`config.mk`:
```
export PLATFORM = sky130hd
export DESIGN_NAME = counter_sequencer_flat
export DESIGN_NICKNAME = d
export VERILOG_FILES = /design/src/rtl/counter_sequencer_if.sv /design/src/rtl/counter_sequencer.sv /design/src/flat_wrapper.sv
export SDC_FILE = /design/constraint.sdc
export NUM_CORES = 1
export LEC_CHECK = 0
export BUFFER_PORTS_ARGS = -buffer_cell sky130_fd_sc_hd__clkbuf_2
export CORE_UTILIZATION = 45
export DETAILED_ROUTE_END_ITERATION = 6
export PLACE_DENSITY = 0.68
export RECOVER_POWER = 50
export SYNTH_ARGS = -nofsm -noshare
export SYNTH_HDL_FRONTEND = slang
export SYNTH_SLANG_ARGS = --single-unit
```
`constraint.sdc`:
```
create_clock -name clock -period 4.1 [get_ports clock]
set_input_delay 0.82 -clock clock [delete_from_list [all_inputs] [get_ports clock]]
set_output_delay 0.82 -clock clock [all_outputs]
set_load 0.05 [all_outputs]
```
`src/rtl/counter_sequencer_if.sv`:
```
// Host/counter-side bundle for counter_sequencer.
// Optional macro SEQ_AUTO_RELOAD_EN adds the repeat_mode request bit.
interface counter_sequencer_if #(
  parameter int unsigned WIDTH = 4
);
  logic             start;
  logic [WIDTH-1:0] target;
  logic             abort;
`ifdef SEQ_AUTO_RELOAD_EN
  logic             repeat_mode;
`endif
  logic [WIDTH-1:0] cnt_value;
  logic             cnt_reset;
  logic             cnt_enable;
  logic             busy;
  logic             done;
  logic             error;

`ifdef SEQ_AUTO_RELOAD_EN
  // Host and counter side, seen from outside the sequencer
  modport master (
    output start, target, abort, repeat_mode, cnt_value,
    input  cnt_reset, cnt_enable, busy, done, error
  );

  // Sequencer side
  modport slave (
    input  start, target, abort, repeat_mode, cnt_value,
    output cnt_reset, cnt_enable, busy, done, error
  );
`else
  // Host and counter side, seen from outside the sequencer
  modport master (
    output start, target, abort, cnt_value,
    input  cnt_reset, cnt_enable, busy, done, error
  );

  // Sequencer side
  modport slave (
    input  start, target, abort, cnt_value,
    output cnt_reset, cnt_enable, busy, done, error
  );
`endif
endinterface

```
`src/rtl/counter_sequencer.sv`:
```
// Run controller for a free-running counter: clears it, enables it for a
// programmed number of clocks, pulses done, and cross-checks the counter
// against an internal shadow count (sticky error).
// Optional macro SEQ_AUTO_RELOAD_EN: repeat_mode restarts the run after DONE.
module counter_sequencer #(
  parameter int unsigned WIDTH = 4
) (
  input  logic              clock,
  input  logic              reset,
  counter_sequencer_if.slave bus
);

  typedef enum logic [1:0] {
    S_IDLE  = 2'd0,
    S_CLEAR = 2'd1,
    S_RUN   = 2'd2,
    S_DONE  = 2'd3
  } state_e;

  state_e           state_q, state_d;
  logic [WIDTH-1:0] tgt_q, tgt_d;
  logic [WIDTH-1:0] shadow_q, shadow_d;
  logic             error_q, error_d;
  logic             cnt_reset_q, cnt_enable_q, busy_q, done_q;
  logic             run_last_c;
  logic             reload_c;

`ifdef SEQ_AUTO_RELOAD_EN
  logic             rpt_q, rpt_d;
  assign reload_c = rpt_q;
`else
  assign reload_c = 1'b0;
`endif

  // Last RUN cycle: the counter lands on tgt_q at the coming edge
  assign run_last_c = (tgt_q != '0) && (bus.cnt_value == (tgt_q - WIDTH'(1)));

  // Next-state, latched target, shadow count and sticky error
  always_comb begin
    state_d  = state_q;
    tgt_d    = tgt_q;
    shadow_d = shadow_q;
    error_d  = error_q;
`ifdef SEQ_AUTO_RELOAD_EN
    rpt_d    = rpt_q;
`endif

    if (((state_q == S_RUN) || (state_q == S_DONE)) && (bus.cnt_value != shadow_q)) begin
      error_d = 1'b1;
    end

    case (state_q)
      S_IDLE: begin
        // start wins over a simultaneous abort; abort alone is ignored here
        if (bus.start) begin
          tgt_d   = bus.target;
          error_d = 1'b0;
`ifdef SEQ_AUTO_RELOAD_EN
          rpt_d   = bus.repeat_mode && (bus.target != '0);
`endif
          state_d = (bus.target == '0) ? S_DONE : S_CLEAR;
        end
      end
      S_CLEAR: begin
        // The counter is cleared at this edge even if the run is aborted
        shadow_d = '0;
        state_d  = bus.abort ? S_IDLE : S_RUN;
      end
      S_RUN: begin
        // Enable is high for this whole cycle, so the counter steps even on abort
        shadow_d = shadow_q + WIDTH'(1);
        if (bus.abort) begin
          state_d = S_IDLE;
        end else if (run_last_c) begin
          state_d = S_DONE;
        end
      end
      S_DONE: begin
        state_d = reload_c ? S_CLEAR : S_IDLE;
      end
      default: begin
        state_d = S_IDLE;
      end
    endcase
  end

  // State and registered output decode of the next state
  always_ff @(posedge clock or negedge reset) begin
    if (!reset) begin
      state_q      <= S_IDLE;
      tgt_q        <= '0;
      shadow_q     <= '0;
      error_q      <= 1'b0;
      cnt_reset_q  <= 1'b0;
      cnt_enable_q <= 1'b0;
      busy_q       <= 1'b0;
      done_q       <= 1'b0;
`ifdef SEQ_AUTO_RELOAD_EN
      rpt_q        <= 1'b0;
`endif
    end else begin
      state_q      <= state_d;
      tgt_q        <= tgt_d;
      shadow_q     <= shadow_d;
      error_q      <= error_d;
      cnt_reset_q  <= (state_d == S_CLEAR);
      cnt_enable_q <= (state_d == S_RUN);
      busy_q       <= (state_d == S_CLEAR) || (state_d == S_RUN);
      done_q       <= (state_d == S_DONE);
`ifdef SEQ_AUTO_RELOAD_EN
      rpt_q        <= rpt_d;
`endif
    end
  end

  assign bus.cnt_reset  = cnt_reset_q;
  assign bus.cnt_enable = cnt_enable_q;
  assign bus.busy       = busy_q;
  assign bus.done       = done_q;
  assign bus.error      = error_q;

endmodule

```
`src/flat_wrapper.sv`:
```
// flat-port wrapper written by rule: the top's interface ports become plain ports
module counter_sequencer_flat 
#(
  parameter int unsigned WIDTH = 4
)
  (clock, reset, bus_start, bus_target, bus_abort, bus_cnt_value, bus_cnt_reset, bus_cnt_enable, bus_busy, bus_done, bus_error);
  counter_sequencer_if #(.WIDTH(WIDTH)) bus_i ();
  input  logic clock;
  input  logic reset;
  input wire logic [$bits(bus_i.start)-1:0] bus_start;
  input wire logic [$bits(bus_i.target)-1:0] bus_target;
  input wire logic [$bits(bus_i.abort)-1:0] bus_abort;
  input wire logic [$bits(bus_i.cnt_value)-1:0] bus_cnt_value;
  output wire logic [$bits(bus_i.cnt_reset)-1:0] bus_cnt_reset;
  output wire logic [$bits(bus_i.cnt_enable)-1:0] bus_cnt_enable;
  output wire logic [$bits(bus_i.busy)-1:0] bus_busy;
  output wire logic [$bits(bus_i.done)-1:0] bus_done;
  output wire logic [$bits(bus_i.error)-1:0] bus_error;
  assign bus_i.start = bus_start;
  assign bus_i.target = bus_target;
  assign bus_i.abort = bus_abort;
  assign bus_i.cnt_value = bus_cnt_value;
  assign bus_cnt_reset = bus_i.cnt_reset;
  assign bus_cnt_enable = bus_i.cnt_enable;
  assign bus_busy = bus_i.busy;
  assign bus_done = bus_i.done;
  assign bus_error = bus_i.error;
  counter_sequencer #(.WIDTH(WIDTH)) u_core (.clock(clock), .reset(reset), .bus(bus_i));
endmodule
```
==> summary.md, run 1 <==
| Metric | Value |
|---|---|
| Status | `finished clean` |
| Worst Skew | `0.00441 ns` |
| Horiz. Die Dim | `46.5 um` |
| Register area share after synthesis | `42.1%` |
| Remaining Overflow, GRT | `0` |
| CP endpoint kind | `register` |
| Vias in the first global route | `621` |
| CTS tree | `built` |
| Crit path largest cell delay | `0.42 ns` |
| Clk slew on worst S/H paths | `0.09 ns` |
| Final min period | `2.14 ns` |
| Post-synthesis instance area | `892 um2` |
| TritonCTS buffer count | `3` |
| Ys Warns | `0` |
| Fin crit share | `52.1%` |
| Syn Area/Cell | `10.5 um2` |
| GP Congestion | `0.817` |
| Delay-heaviest family, CP | `compound AO/OA/AOI/OAI gates` |
| Area Growth Syn to Fin | `15.4%` |
| Die Y | `46.5 um` |
| Synth Flop Type | `dfrtp_1` |
| WL/cell | `12.3 um` |
| Final total power | `0.000700 W` |
| Drt via density | `5.19` |
| Worst Tran Pin Value | `0.809 ns` |
| Clk Latency, worst-skew pair | `0.28 ns` |
| Post-Synth Simple-Gate Area | `11.5%` |
| Fill cells | `156` |
| Crit-path slowest cell | `a211oi_1` |
| Hold Path Class | `register to register` |
| DRC | `0` |
| Most frequent cells after synthesis | `15 x dfrtp_1, 11 x ha_1, 10 x inv_1` |
| Hold_sp | `u_core.bus.error$_DFF_PN0_` |
| ANT cells | `0` |
| Post-Synth XOR/XNOR Area | `8.84%` |
| Final Max Tran Viols | `0` |
| CTS root buf | `clkbuf_4` |
| Register Area | `375 um2` |
| Tot GR Track Use | `17.7%` |
| Post-Syn Nets | `108` |
| First-pass GRT wire length | `2680 um` |
| Area after DPL | `1000 um2` |
| Startpoint types | `register` |
| Power density cells | `680 nW/um2` |
| Longest Clk Path Bufs | `2` |
| Port buffer count | `16` |
| Count of different cell masters after synthesis | `25` |
| Setup TNS | `0 ns` |
| Worst path cell trace | `inv_1 -> ha_1 -> xor2_1 -> nor3_1 -> o2111ai_2 -> a211oi_1 -> ha_1 -> inv_1` |
| CTS Sinks | `15` |
| Hold Violations, Final | `0` |
| Final wirelength | `1600 um` |
| Async set-reset flop share out of synthesis | `100%` |
| Setup-failing EPs final | `0` |
| Multiplexer share of the synthesized area | `5.05%` |
| RSZ-0062 raised after global routing | `no` |
| Most common cell in the netlist | `dfrtp_1` |
| Top-level I/O count | `17` |
| Compound-Gate Fraction of Synth Area | `12.9%` |
| Area of the multi-input gates | `479 um2` |
| Max FO, Critical Path | `4` |
| GR peak layer | `met2` |
| Area share of fa/ha/maj cells after synthesis | `15.4%` |
| Post-route cell area | `1030 um2` |
| H-tree levels | `1` |
| Main combinational cell family by area after synthesis | `adder cells` |
| Worst Hold End | `u_core.bus.error$_DFF_PN0_` |
| Hold Crit Depth | `1` |
| Hold Buf Count CTS | `0` |
| Rel. slew slack | `46.1%` |
| RR Endpoint | `u_core.bus.busy$_DFF_PN0_` |
| Final core occ | `57.8%` |
| Worst r2r path cells | `8` |
| DP HPWL | `1240 um` |
| Max_cap viols | `0` |
| Worst VDD drop | `0.000327 V` |
| Grt met2 use | `28.9%` |
| Area leader, netlist | `dfrtp_1` |
| Endpoint required time on the critical path | `4.33 ns` |
| Critical path arrival | `2.37 ns` |
| Via count | `675` |
| Die ar. | `2160 um2` |
| Initial Utilization | `50.0%` |
| Leak pwr | `0.496 nW` |
| Antenna violations before repair | `0` |
| Top post-synthesis cells by area | `dfrtp_1 42%, ha_1 15%, mux2_2 5.0%` |
| ANT nets after route | `0` |
| Fmax | `0.468 GHz` |
| GR Layer Usage met3 | `3.53%` |
| Post-cts gate resize count | `0` |
| Cell Rows | `15` |
| 1st-pass router iterations | `4` |
| Nets | `129` |
| Post-CTS Setup Inserts | `0` |
| Register-to-Register Setup Slack | `1.96 ns` |
| Post-synth top area share | `42.1%` |
| Buffer and inverter count on the worst path | `2` |
| Crit Path Category | `register to register` |
| R2r startpoint | `u_core.tgt_q[0]$_DFFE_PN0P_` |
| Met1 GRT Util | `22.6%` |
| Share of layout cells above drive strength 1 | `24.8%` |
| Cells after synthesis | `85` |
| Number of synthesized flops with an enable pin | `0` |
| #FFs+latches synth | `15` |
| Core area | `1780 um2` |
| Largest net degree at the start of global routing | `16` |
| DRT iter0 DRCs | `12` |
cell usage in the layout, fill, tap and decap left out:
cell and count:
nor2_1 4, nor3_1 2, inv_1 10, nor4_1 1, clkbuf_4 3, nand3_1 3
xnor2_1 5, mux2_2 4, clkbuf_1 1, nor3b_1 2, a41oi_1 1, nor2b_1 1
xor2_1 4, clkinv_2 1, and2_1 2, ha_1 11, a211o_1 1, dfrtp_1 15
a21o_2 1, o22ai_1 1, nand2_1 2, o21a_1 1, a211oi_1 2, o21ai_0 7
o2111ai_2 1, a21oi_1 2, and2_2 1, nand3b_1 1, clkbuf_2 15
routing by layer:
| metal | routed length (um) | up-vias |
|---|---|---|
| met5 | 0 | - |
| met2 | 788 | 16 |
| met1 | 720 | 325 |
| li1 | - | 330 |
| met3 | 65 | 4 |
| met4 | 24 | 0 |
through the flow:
step | setup WS [ns] | hold slack (ns) | cells
2_1_floorplan | 2.05 | 0.503 | 85
3_3_place_gp | 1.83 | 0.479 | 126
3_5_place_dp | 1.74 | 0.495 | 126
4_1_cts | 1.97 | 0.440 | 130
5_1_grt | 1.82 | 0.542 | 130
6_report | 1.96 | 0.508 | 130
cell type report:
cell class,instances,share of cell area (%)
repair buffers,16,7.65
well taps,25,3.04
clock buffers,3,2.19
clock inverters,1,0.486
inverters,10,3.65
flip-flops and latches,15,36.5
multi-input cells,60,46.5
sequential cells by signal, indices dropped and copies added (netlist names):
signal / cells
u_core.bus.busy: 1
u_core.bus.cnt_enable: 1
u_core.bus.cnt_reset: 1
u_core.bus.done: 1
u_core.bus.error: 1
u_core.shadow_q: 4
u_core.state_q: 2
u_core.tgt_q: 4
how the worst max path moves through the flow:
stage / startpoint / depth (start not counted) / slack [ns] / to
6_report: u_core.tgt_q[0]$_DFFE_PN0P_ / 8 / 1.96 / u_core.bus.busy$_DFF_PN0_
5_1_grt: u_core.tgt_q[0]$_DFFE_PN0P_ / 8 / 1.82 / u_core.bus.busy$_DFF_PN0_
4_1_cts: u_core.tgt_q[0]$_DFFE_PN0P_ / 8 / 1.97 / u_core.bus.busy$_DFF_PN0_
3_5_place_dp: bus_cnt_value[2] / 7 / 1.74 / u_core.bus.busy$_DFF_PN0_
3_3_place_gp: bus_cnt_value[2] / 7 / 1.83 / u_core.bus.busy$_DFF_PN0_
2_1_floorplan: bus_cnt_value[2] / 6 / 2.05 / u_core.bus.busy$_DFF_PN0_
where the power goes:
part	internal [W]	switching, W
clock network	0.0000362	0.0000485
registers	0.000203	0.0000431
logic	0.000142	0.000228
kinds of logic (layout without fill, tap and decap cells):
logic type | Yosys count | after routing
fa+ha+maj | 11 | 11
mux | 4 | 4
buf+inv | 10 | 30
xor+xnor | 9 | 9
compound gates | 17 | 17
flops | 15 | 15
simple gates | 19 | 19
No activity file was read; power rests on OpenSTA's default activity.
==> run 2, diff against run 1 <==
- clock period: 4.1 -> 2.2 ns (I/O delays scaled with it)
==> run 2 against run 1 <==
Hold slack got worse by 0.29 ns; critical path depth unchanged; core utilization decreased by 0.070 points; sequential share of layout area about the same; wire length decreased by 3.3%; clock skew decreased by 0.0011 ns; critical path type unchanged.
==> summary.md, run 2 (synthesis gave the netlist of run 1 again) <==
| Metric | Value |
|---|---|
| TritonCTS buffer count | `3` |
| Hold Violations, Final | `0` |
| Critical path arrival | `2.28 ns` |
| Crit Path Category | `register to register` |
| Final Max Tran Viols | `0` |
| Crit-path slowest cell | `dfrtp_1` |
| Worst r2r path cells | `8` |
| Final wirelength | `1550 um` |
| Die ar. | `2160 um2` |
| Worst VDD drop | `0.000644 V` |
| Area Growth Syn to Fin | `15.3%` |
| Largest net degree at the start of global routing | `16` |
| Clk network pwr share | `11.8%` |
| Drt via density | `5.05` |
| Met1 wire length | `728 um` |
| ANT nets after route | `0` |
| Post-CTS Setup Inserts | `0` |
| Fin cells | `130` |
| Hold Path Class | `input port to asynchronous set/reset pin` |
| 1st-pass router iterations | `4` |
| Post-route cell area | `1030 um2` |
| CTS root buf | `clkbuf_4` |
| Worst slack at placement | `0.143 ns` |
| Post-cts gate resize count | `0` |
| Switch share | `45.1%` |
| Fmax | `0.484 GHz` |
| Top-level I/O count | `17` |
| Initial Utilization | `50.0%` |
| Core area | `1780 um2` |
| Via count | `656` |
| Post-Place Cells | `126` |
| Remaining Overflow, GRT | `0` |
| Antenna violations before repair | `0` |
| Total length of routed met3 wires | `69 um` |
| Startpoint types | `register` |
| Hold Buf Count CTS | `0` |
| Area after DPL | `1000 um2` |
| PnR worst setup slack | `0.136 ns` |
| RR Endpoint | `u_core.bus.busy$_DFF_PN0_` |
| Psw | `0.000585 W` |
| CTS tree | `built` |
| Share of layout cells above drive strength 1 | `23.8%` |
| Met2 wire len | `735 um` |
| GP Congestion | `0.824` |
| Power density cells | `1260 nW/um2` |
| Tot GR Track Use | `16.2%` |
| Die Y | `46.5 um` |
| WL/cell | `11.9 um` |
| Rel. slew slack | `46.8%` |
| CP endpoint kind | `register` |
| Register-to-Register Setup Slack | `0.14 ns` |
| Longest Clk Path Bufs | `2` |
| RSZ-0062 raised after global routing | `no` |
| Crit path largest cell delay | `0.40 ns` |
| Worst path cell trace | `inv_1 -> ha_1 -> xor2_1 -> nor3_1 -> o2111ai_2 -> a211oi_1 -> ha_1 -> inv_1` |
| Status | `finished clean` |
| Largest registers | `u_core.shadow_q x4, u_core.tgt_q x4, u_core.state_q x2` |
| H-tree levels | `1` |
| Top Layer Used | `met4` |
| Clk Latency, worst-skew pair | `0.27 ns` |
| Delay-heaviest family, CP | `compound AO/OA/AOI/OAI gates` |
| Cell Rows | `15` |
| DRC | `0` |
| Buffer and inverter count on the worst path | `2` |
| DRT iter0 DRCs | `13` |
| Max FO, Critical Path | `4` |
| Seq pwr share | `35.2%` |
| Setup-failing EPs final | `0` |
| Endpoint required time on the critical path | `2.42 ns` |
| Nets | `129` |
| Internal | `0.000712 W` |
| First-pass GRT wire length | `2380 um` |
| Clk slew on worst S/H paths | `0.09 ns` |
| Comb power frac | `53.1%` |
| ANT cells | `0` |
| Worst Skew | `0.00331 ns` |
| R2r startpoint | `u_core.tgt_q[0]$_DFFE_PN0P_` |
| Worst Tran Pin Value | `0.799 ns` |
| Leak pwr | `0.493 nW` |
| Final min period | `2.06 ns` |
| Most frequent cells in the layout | `15 x clkbuf_2, 15 x dfrtp_1, 11 x ha_1` |
| Port buffer count | `16` |
| Horiz. Die Dim | `46.5 um` |
| CTS Sinks | `15` |
| Max_cap viols | `0` |
| Fin crit share | `93.8%` |
| DP HPWL | `1190 um` |
| Vias in the first global route | `576` |
| Setup TNS | `0 ns` |
[run 2: worst max path at each step]
stage	start	endpoint	depth (start not counted)
floorplan	u_core.tgt_q[0]$_DFFE_PN0P_	u_core.bus.busy$_DFF_PN0_	8
global placement	u_core.tgt_q[0]$_DFFE_PN0P_	u_core.bus.busy$_DFF_PN0_	8
detailed placement	u_core.tgt_q[0]$_DFFE_PN0P_	u_core.bus.busy$_DFF_PN0_	8
CTS	u_core.tgt_q[0]$_DFFE_PN0P_	u_core.bus.busy$_DFF_PN0_	8
global route	u_core.tgt_q[0]$_DFFE_PN0P_	u_core.bus.busy$_DFF_PN0_	8
finish	u_core.tgt_q[0]$_DFFE_PN0P_	u_core.bus.busy$_DFF_PN0_	8
[run 2: final cells by class]
cell class              count  area (um2)
flip-flops and latches     15         375
fillers                   151         754
well taps                  25        31.3
inverters                  10        37.5
repair buffers             16        78.8
multi-input cells          60         479
clock buffers               4        26.3
[run 2: per-layer routing]
layer / up-vias / global-route usage (%)
met3: 2 / 5.10
met2: 17 / 24.7
li1: 335 / -
met1: 302 / 20.1
met5: - / 0
met4: 0 / 8.82
[run 2: through the flow]
step	power [W]	hold WS (ns)	util, %
after global routing	0.00142	0.273	57.7
after global placement	0.00113	0.374	56.3
final	0.00130	0.216	57.7
after CTS	0.00132	0.0681	57.8
after detailed placement	0.00115	0.383	56.3
after floorplan	0.00100	0.144	-
[run 2: power by group through the flow]
stage	clock [W]	sequential, W	combinational (W)
2_1_floorplan	0	0.000581	0.000419
3_3_place_gp	0	0.000459	0.000672
3_5_place_dp	0	0.000464	0.000688
4_1_cts	0.000165	0.000458	0.000694
5_1_grt	0.000183	0.000468	0.000774
6_report	0.000153	0.000456	0.000689
==> run 3, diff against run 2 <==
==> constraint.sdc (replaced) <==
create_clock -name clock -period 2.1 [get_ports clock]
set_input_delay 0.42 -clock clock [delete_from_list [all_inputs] [get_ports clock]]
set_output_delay 0.42 -clock clock [all_outputs]
set_load 0.005 [all_outputs]
==> run 3 against run 2 <==
Hold slack got worse by 0.023 ns; maximum frequency up 7.5%; via count grew 1.5%; power decreased by 3.0%; critical path type unchanged; highest routed layer unchanged.
==> summary.md, run 3 (synthesis gave the netlist of run 1 again) <==
| Metric | Value |
|---|---|
| Die ar. | `2160 um2` |
| Hold Violations, Final | `0` |
| 1st-pass router iterations | `4` |
| CP endpoint kind | `register` |
| Power density cells | `1210 nW/um2` |
| H-tree levels | `1` |
| Area Growth Syn to Fin | `16.6%` |
| Die Y | `46.5 um` |
| Crit Path Category | `register to register` |
| Worst hold margin | `0.194 ns` |
| Startpoint types | `register` |
| Final wirelength | `1600 um` |
| Most frequent cells in the layout | `15 x dfrtp_1, 13 x clkbuf_2, 11 x ha_1` |
| TritonCTS buffer count | `3` |
| Final min period | `1.92 ns` |
| Status | `finished clean` |
| ANT cells | `0` |
| Setup-failing EPs final | `0` |
| Initial Utilization | `50.0%` |
| Longest Clk Path Bufs | `2` |
| CTS Sinks | `15` |
| Worst slack at placement | `0.140 ns` |
| Fin crit share | `91.4%` |
| Critical path arrival | `2.11 ns` |
| Remaining Overflow, GRT | `0` |
| Core area | `1780 um2` |
| Met2 wire len | `773 um` |
| Cell Rows | `15` |
| Nets | `130` |
| Share of layout cells above drive strength 1 | `24.5%` |
| DP HPWL | `1260 um` |
| Met1 wire length | `736 um` |
| CTS tree | `built` |
| Top-level I/O count | `17` |
| Worst VDD drop | `0.000703 V` |
| Clk Latency, worst-skew pair | `0.28 ns` |
| ANT nets after route | `0` |
| Post-Place Cells | `127` |
| Max FO, Critical Path | `4` |
| Hold Buf Count CTS | `0` |
| Setup TNS | `0 ns` |
| Fmax | `0.521 GHz` |
| Worst Skew | `0.00578 ns` |
| Tot GR Track Use | `17.7%` |
| Rel. slew slack | `46.1%` |
| WL/cell | `12.2 um` |
| Fin cells | `131` |
| RSZ-0062 raised after global routing | `no` |
| Hold Path Class | `input port to asynchronous set/reset pin` |
| PnR worst setup slack | `0.180 ns` |
| Worst Tran Pin Value | `0.809 ns` |
| Final total power | `0.00126 W` |
| Port buffer count | `16` |
| Max_cap viols | `0` |
| Antenna violations before repair | `0` |
| Via count | `666` |
| Final Max Tran Viols | `0` |
| DRT iter0 DRCs | `6` |
| Horiz. Die Dim | `46.5 um` |
| GP Congestion | `0.812` |
| Total length of routed met3 wires | `58 um` |
| Top Layer Used | `met4` |
| Commonest non-fill, non-tap cell in the layout | `dfrtp_1` |
| Endpoint required time on the critical path | `2.29 ns` |
| DRC | `0` |
| Largest registers | `u_core.shadow_q x4, u_core.tgt_q x4, u_core.state_q x2` |
| First-pass GRT wire length | `2600 um` |
| Clk slew on worst S/H paths | `0.09 ns` |
| Vias in the first global route | `603` |
| Leak pwr | `0.496 nW` |
| Largest net degree at the start of global routing | `16` |
| Drt via density | `5.08` |
| CTS root buf | `clkbuf_4` |
run 3: cell count changes in the layout (fill, tap and decap cells not counted):
cell	before	now
clkbuf_1	2	3
clkinv_2	0	1
a211oi_2	0	1
clkbuf_2	15	13
a211oi_1	2	1
buf_4	0	1
run 3: report_power, final:
group | internal (W) | switching [W] | total [W]
clock | 0.0000707 | 0.0000932 | 0.000164
combinational | 0.000296 | 0.000318 | 0.000614
sequential | 0.000396 | 0.0000839 | 0.000480
total | 0.000763 | 0.000495 | 0.00126
run 3: area by class of cell:
cell class,count,area [um2]
fill,162,743
multi-input combinational,60,484
sequential,15,375
timing repair buffer,17,83.8
inverter,10,37.5
tap,25,31.3
clock buffer,3,22.5
clock inverter,1,5.00
run 3: final timing paths:
check,start,end,slack [ns],cells past startpoint
max reg2reg,u_core.tgt_q[0]$_DFFE_PN0P_,u_core.bus.busy$_DFF_PN0_,0.18,8
min in group clock,bus_target[2],u_core.tgt_q[2]$_DFFE_PN0P_,0.38,2
max in group asynchronous,reset,u_core.bus.cnt_enable$_DFF_PN0_,1.40,1
min,reset,u_core.tgt_q[0]$_DFFE_PN0P_,0.19,1
min reg2reg,u_core.bus.error$_DFF_PN0_,u_core.bus.error$_DFF_PN0_,0.51,1
max,u_core.tgt_q[0]$_DFFE_PN0P_,u_core.bus.busy$_DFF_PN0_,0.18,8
run 3: repair_timing:
action / 4_1_cts / 5_1_grt
setup endpoints to repair: 0 / 1
setup buffers: 0 / 0
gates resized for setup: 0 / 1
run 3: per-layer routing:
layer  vias up  GRT usage [%]
li1        334              -
met1       314           22.7
met2        13           28.3
met3         5           2.75
met4         0           8.82
met5         -              0
run 3: through the flow:
step                utilization, %  cell area, um2
detailed placement            56.7            1010
floorplan                        -             892
CTS                           58.2            1040
global route                  58.3            1040
finish                        58.3            1040
global placement              56.7            1010
run 3: worst max-delay path: stages, from the launching register on:
cell and delay [ns]:
dfrtp_1 0.41, inv_1 0.08, ha_1 0.20, xor2_1 0.16
nor3_1 0.21, o2111ai_2 0.21, a21o_2 0.25, ha_1 0.27
inv_1 0.03
